### config.mk
export PLATFORM = sky130hd
export DESIGN_NAME = fu_wb_buffer
export DESIGN_NICKNAME = d
export VERILOG_FILES = /design/src/rtl/fu_wb_pkg.sv /design/src/rtl/fu_wb_fifo.sv /design/src/rtl/fu_wb_buffer.sv
export SDC_FILE = /design/constraint.sdc
export NUM_CORES = 2
export LEC_CHECK = 0
export CELL_PAD_IN_SITES_DETAIL_PLACEMENT = 0
export CELL_PAD_IN_SITES_GLOBAL_PLACEMENT = 1
export CORE_AREA = 2 2 381 383
export DETAILED_ROUTE_END_ITERATION = 16
export DIE_AREA = 0 0 383 385
export PLACE_DENSITY = 0.58
export REMOVE_ABC_BUFFERS = 1
export SLEW_MARGIN = 20
export SYNTH_ARGS = -nofsm -noshare
export SYNTH_HDL_FRONTEND = slang
export SYNTH_HIERARCHICAL = 1
export SYNTH_SLANG_ARGS = --single-unit
### constraint.sdc
create_clock -name clk -period 12.7 [get_ports clk]
set_input_delay 3.81 -clock clk [delete_from_list [all_inputs] [get_ports clk]]
set_output_delay 3.81 -clock clk [all_outputs]
set_load 0.01 [all_outputs]
### src/rtl/fu_wb_pkg.sv
// Shared types for the FU writeback buffer: the writeback payload carried
// from a functional unit to the PRF write port and ROB finish interface.
package fu_wb_pkg;

    localparam int PRF_ADDR_W = 6;
    localparam int ROB_ID_W   = 6;
    localparam int EXC_W      = 5;

    typedef struct packed {
        logic                  prf_wen;
        logic [PRF_ADDR_W-1:0] prf_waddr;
        logic [31:0]           prf_wdata;
        logic                  set_finish;
        logic [ROB_ID_W-1:0]   rob_id;
        logic                  set_branch_status;
        logic                  branch_taken;
        logic [31:0]           branch_addr;
        logic                  set_exception;
        logic [EXC_W-1:0]      exception_type;
        logic [31:0]           bad_vaddr;
    } fu_wb_t;

endpackage

### src/rtl/fu_wb_fifo.sv
// One writeback channel: DEPTH-entry FIFO with registered-count ready,
// explicit pointer wrap (any DEPTH) and zero-masked head output.
module fu_wb_fifo
    import fu_wb_pkg::*;
#(
    parameter int DEPTH = 2,
    localparam int CNT_W = $clog2(DEPTH + 1),
    localparam int PTR_W = (DEPTH > 1) ? $clog2(DEPTH) : 1
) (
    input  logic             clk,
    input  logic             rst,
    input  logic             flush,
    input  logic             in_valid,
    input  fu_wb_t           in_data,
    output logic             in_ready,
    output logic             out_valid,
    output fu_wb_t           out_data,
    input  logic             out_ready,
    output logic [CNT_W-1:0] occupancy
);

    fu_wb_t           storage_reg [DEPTH];
    logic [PTR_W-1:0] wr_ptr_reg, wr_ptr_next;
    logic [PTR_W-1:0] rd_ptr_reg, rd_ptr_next;
    logic [CNT_W-1:0] count_reg, count_next;
    logic             enq, deq;

    function automatic logic [PTR_W-1:0] ptr_inc(input logic [PTR_W-1:0] p);
        return (p == PTR_W'(DEPTH - 1)) ? '0 : p + PTR_W'(1);
    endfunction

    // Ready depends only on the registered count, never on out_ready.
    assign in_ready  = (count_reg < CNT_W'(DEPTH));
    assign out_valid = (count_reg != '0);
    assign out_data  = out_valid ? storage_reg[rd_ptr_reg] : '0;
    assign occupancy = count_reg;

    assign enq = in_valid & in_ready & ~flush;
    assign deq = out_valid & out_ready & ~flush;

    always_comb begin
        wr_ptr_next = wr_ptr_reg;
        rd_ptr_next = rd_ptr_reg;
        count_next  = count_reg;
        if (flush) begin
            wr_ptr_next = '0;
            rd_ptr_next = '0;
            count_next  = '0;
        end else begin
            if (enq) wr_ptr_next = ptr_inc(wr_ptr_reg);
            if (deq) rd_ptr_next = ptr_inc(rd_ptr_reg);
            if (enq && !deq)      count_next = count_reg + CNT_W'(1);
            else if (deq && !enq) count_next = count_reg - CNT_W'(1);
        end
    end

    always_ff @(posedge clk or posedge rst) begin
        if (rst) begin
            wr_ptr_reg <= '0;
            rd_ptr_reg <= '0;
            count_reg  <= '0;
            for (int i = 0; i < DEPTH; i++) storage_reg[i] <= '0;
        end else begin
            wr_ptr_reg <= wr_ptr_next;
            rd_ptr_reg <= rd_ptr_next;
            count_reg  <= count_next;
            if (enq) storage_reg[wr_ptr_reg] <= in_data;
        end
    end

endmodule

### src/rtl/fu_wb_buffer.sv
// Multi-channel FU writeback buffer: NUM_CH independent FIFOs sharing
// clock, reset and flush, with per-channel valid/ready on both sides.
module fu_wb_buffer
    import fu_wb_pkg::*;
#(
    parameter int NUM_CH = 4,
    parameter int DEPTH  = 2,
    localparam int CNT_W = $clog2(DEPTH + 1)
) (
    input  logic                         clk,
    input  logic                         rst,
    input  logic                         flush,
    input  logic   [NUM_CH-1:0]            in_valid,
    input  fu_wb_t [NUM_CH-1:0]            in_data,
    output logic   [NUM_CH-1:0]            in_ready,
    output logic   [NUM_CH-1:0]            out_valid,
    output fu_wb_t [NUM_CH-1:0]            out_data,
    input  logic   [NUM_CH-1:0]            out_ready,
    output logic   [NUM_CH-1:0][CNT_W-1:0] occupancy
);

    genvar gi;
    generate
        for (gi = 0; gi < NUM_CH; gi++) begin : g_ch
            fu_wb_fifo #(
                .DEPTH (DEPTH)
            ) u_fifo (
                .clk       (clk),
                .rst       (rst),
                .flush     (flush),
                .in_valid  (in_valid[gi]),
                .in_data   (in_data[gi]),
                .in_ready  (in_ready[gi]),
                .out_valid (out_valid[gi]),
                .out_data  (out_data[gi]),
                .out_ready (out_ready[gi]),
                .occupancy (occupancy[gi])
            );
        end
    endgenerate

endmodule
==> run summary <==
number of enable flip-flop cells after synthesis - 0
Final Cell Area - 58400 um^2
drt drc - 0
initial DRC count - 989
CTS clk-pin slew, worst paths - 0.06 ns
Yosys top cell by area - dfrtp_1
max FFs per register - 944
RD Place Congestion - 0.793
GRT Overall Usage - 18.5%
Power Dens Cells - 172 nW/um^2
final hold slack - 0.485 ns
worst hold path type - register to register
Clock Latency Late Sink - 0.71 ns
Max IR drop VDD - 0.107 mV
vias in the first global route - 29600
starting density of the core - 30.3%
antenna violations before repair - 61
Post-DP Area - 54600 um^2
hold_sp - g_ch[0].u_fifo/storage_reg[137]
CP arrival - 4.03 ns
Worst-Margin Slew - 1.09 ns
most area-consuming cells after synthesis - dfrtp_1 (55%), mux2_2 (22%), mux2i_1 (11%)
most common cell in the netlist - dfrtp_1
Post-synth ARST share - 100%
clk root buf - clkbuf_16
Critical Path Source Type - register
Seq pwr share - 43.8%
Vias - 28200
MaxCap Viol Count - 0
post-CTS sizing - 0
RR Startpoint - g_ch[3].u_fifo/occupancy[1]
kind of critical path - register to output port
final antenna-violating net count - 0
P_int - 7.30 mW
CTS tree - built
Worst setup EP type - output port
Final Hold Viols - 0
GRT overflow - 0
routed len/inst - 23.2 um
Slew headroom - 27.7%
area share of the largest cell type after synthesis - 55.3%
max-slew violations - 0
Worst Skew - 0.0300 ns
Hold Path Depth - 1
R2R setup slack - 9.54 ns
Syn. warnings - 6
count of hold-fix buffers inserted at cts - 0
Post-Route WL - 141000 um
min Tclk post-route - 7.84 ns
Post-synth top flop - dfrtp_1
nets - 4533
DIE WIDTH - 383 um
PnR worst setup slack - 4.86 ns
register area share after synthesis - 55.3%
Switching Share - 27.3%
hpwl dp - 98400 um
Sink Count - 960
Site Rows - 139
Worst Reg-to-Reg Cells - 5
H-tree levels - 3
combinational power share - 23.8%
WL met1 - 56200 um
Synth top cells by count - dfrtp_1 (960), mux2_2 (835), nor2_1 (487)
Post-CTS Setup Inserts - 0
Pleak - 23.3 nW
CTS buffer count - 113
Clock Power Share - 32.4%
area growth from synthesis to layout - 34.6%
Final TNS setup - 0 ns
die area - 147000 um^2
WL met2 - 67500 um
Core ar. - 143000 um^2
maximum fanout along the worst path - 43
share of cells above drive strength 1 - 28.5%
num ports - 971
DR top layer - met5
DP Worst Slack - 5.57 ns
RSZ-0062 raised after global routing - no
run status - finished clean
overall die height - 385 um
Pre-antenna DRT Iters - 4
Sw Pwr - 2.74 mW
fmax - 128 MHz
cell count after synthesis - 3134
largest net degree at the start of global routing - 172
mean post-synth cell area - 13.9 um^2
Hold EP - g_ch[0].u_fifo/storage_reg[137]
Setup-failing EPs final - 0
reg-to-reg endpoint - g_ch[3].u_fifo/storage_reg[234]
met3 wire len - 13000 um
Yosys cell types - 24
number of port buffers - 970
Req. time, crit path - 8.89 ns
Max Root-Sink Buffers - 3
FF+latch count, synth - 960
cell area after synthesis - 43400 um^2
crit share post-route - 61.8%
first-pass GRT wire length - 203000 um
DR vias/cell - 4.65
==> critical path, cell delays in order (launching register included) <==
cell and delay [ns]:
dfrtp_4 0.89, buf_4 0.77, buf_4 0.67, mux2i_1 0.17
nor2_1 0.15, clkdlybuf4s50_1 0.57
==> layout by cell type, fill, tap and decap left out, types with 4 or more instances in the layout <==
| master | instances |
|---|---|
| clkdlybuf4s50_1 | 969 |
| dfrtp_1 | 956 |
| mux2_2 | 835 |
| nor2_1 | 483 |
| mux2i_1 | 473 |
| clkbuf_16 | 115 |
| mux2_4 | 109 |
| clkbuf_1 | 34 |
| buf_4 | 34 |
| clkbuf_8 | 25 |
| clkinv_2 | 18 |
| diode_2 | 17 |
| inv_1 | 8 |
| nor2b_1 | 8 |
| o21ai_0 | 8 |
| xor2_1 | 8 |
| bufinv_16 | 6 |
| a21oi_1 | 5 |
| nand2b_4 | 4 |
| nor3b_4 | 4 |
| nor3_4 | 4 |
| nor2_4 | 4 |
| inv_8 | 4 |
| buf_12 | 4 |
| dfrtp_4 | 4 |
==> worst max-delay path by stage <==
stage / endpoint / start / depth (start not counted) / slack [ns]
5_1_grt: out_data[384] / g_ch[3].u_fifo/rd_ptr_reg / 5 / 4.59
3_3_place_gp: out_data[425] / g_ch[3].u_fifo/rd_ptr_reg / 5 / 5.59
4_1_cts: out_data[390] / g_ch[3].u_fifo/rd_ptr_reg / 5 / 4.74
3_5_place_dp: out_data[390] / g_ch[3].u_fifo/rd_ptr_reg / 5 / 5.57
2_1_floorplan: g_ch[0].u_fifo/occupancy[0] / rst / 1 / 2.30
6_report: out_data[390] / g_ch[3].u_fifo/rd_ptr_reg / 5 / 4.86
==> per-layer routing <==
layer  track usage (%)  up-vias
met4              5.21       70
li1                  -    12800
met3              8.07      249
met1              21.8    14300
met5                 0        -
met2              30.6      747
==> kinds of logic after synthesis <==
group,count (synthesis),synth area share [%]
xor+xnor,8,0.161
buf+inv,220,3.20
flops,960,55.3
simple gates,509,4.68
mux,1420,36.4
compound gates,17,0.228
==> power by group through the flow <==
stage	Clock, mW	Sequential, mW	Combinational [mW]
after global placement	0	4.45	2.39
after floorplan	0	4.33	1.56
after CTS	3.38	4.40	2.43
after global routing	3.49	4.51	2.59
after detailed placement	0	4.44	2.43
final	3.25	4.40	2.39
==> cell type report <==
| class | count | area (um^2) |
|---|---|---|
| antenna | 17 | 42.5 |
| inverter | 12 | 75.1 |
| multi-input combinational | 1954 | 18100 |
| fill | 13800 | 84700 |
| tap | 1903 | 2380 |
| sequential | 960 | 24000 |
| timing repair buffer | 1009 | 10100 |
| clock inverter | 33 | 389 |
| clock buffer | 174 | 3350 |
==> through the flow <==
stage                     power, mW  instances  utilization, %
after floorplan                5.90       2926               -
after global placement         6.83       5837            38.2
after detailed placement       6.87       5837            38.2
after CTS                      10.2       6044            40.8
after global routing           10.6       6053            40.8
final                          10.0       6062            40.8
Note: power is estimated with default switching activity, not from simulation.
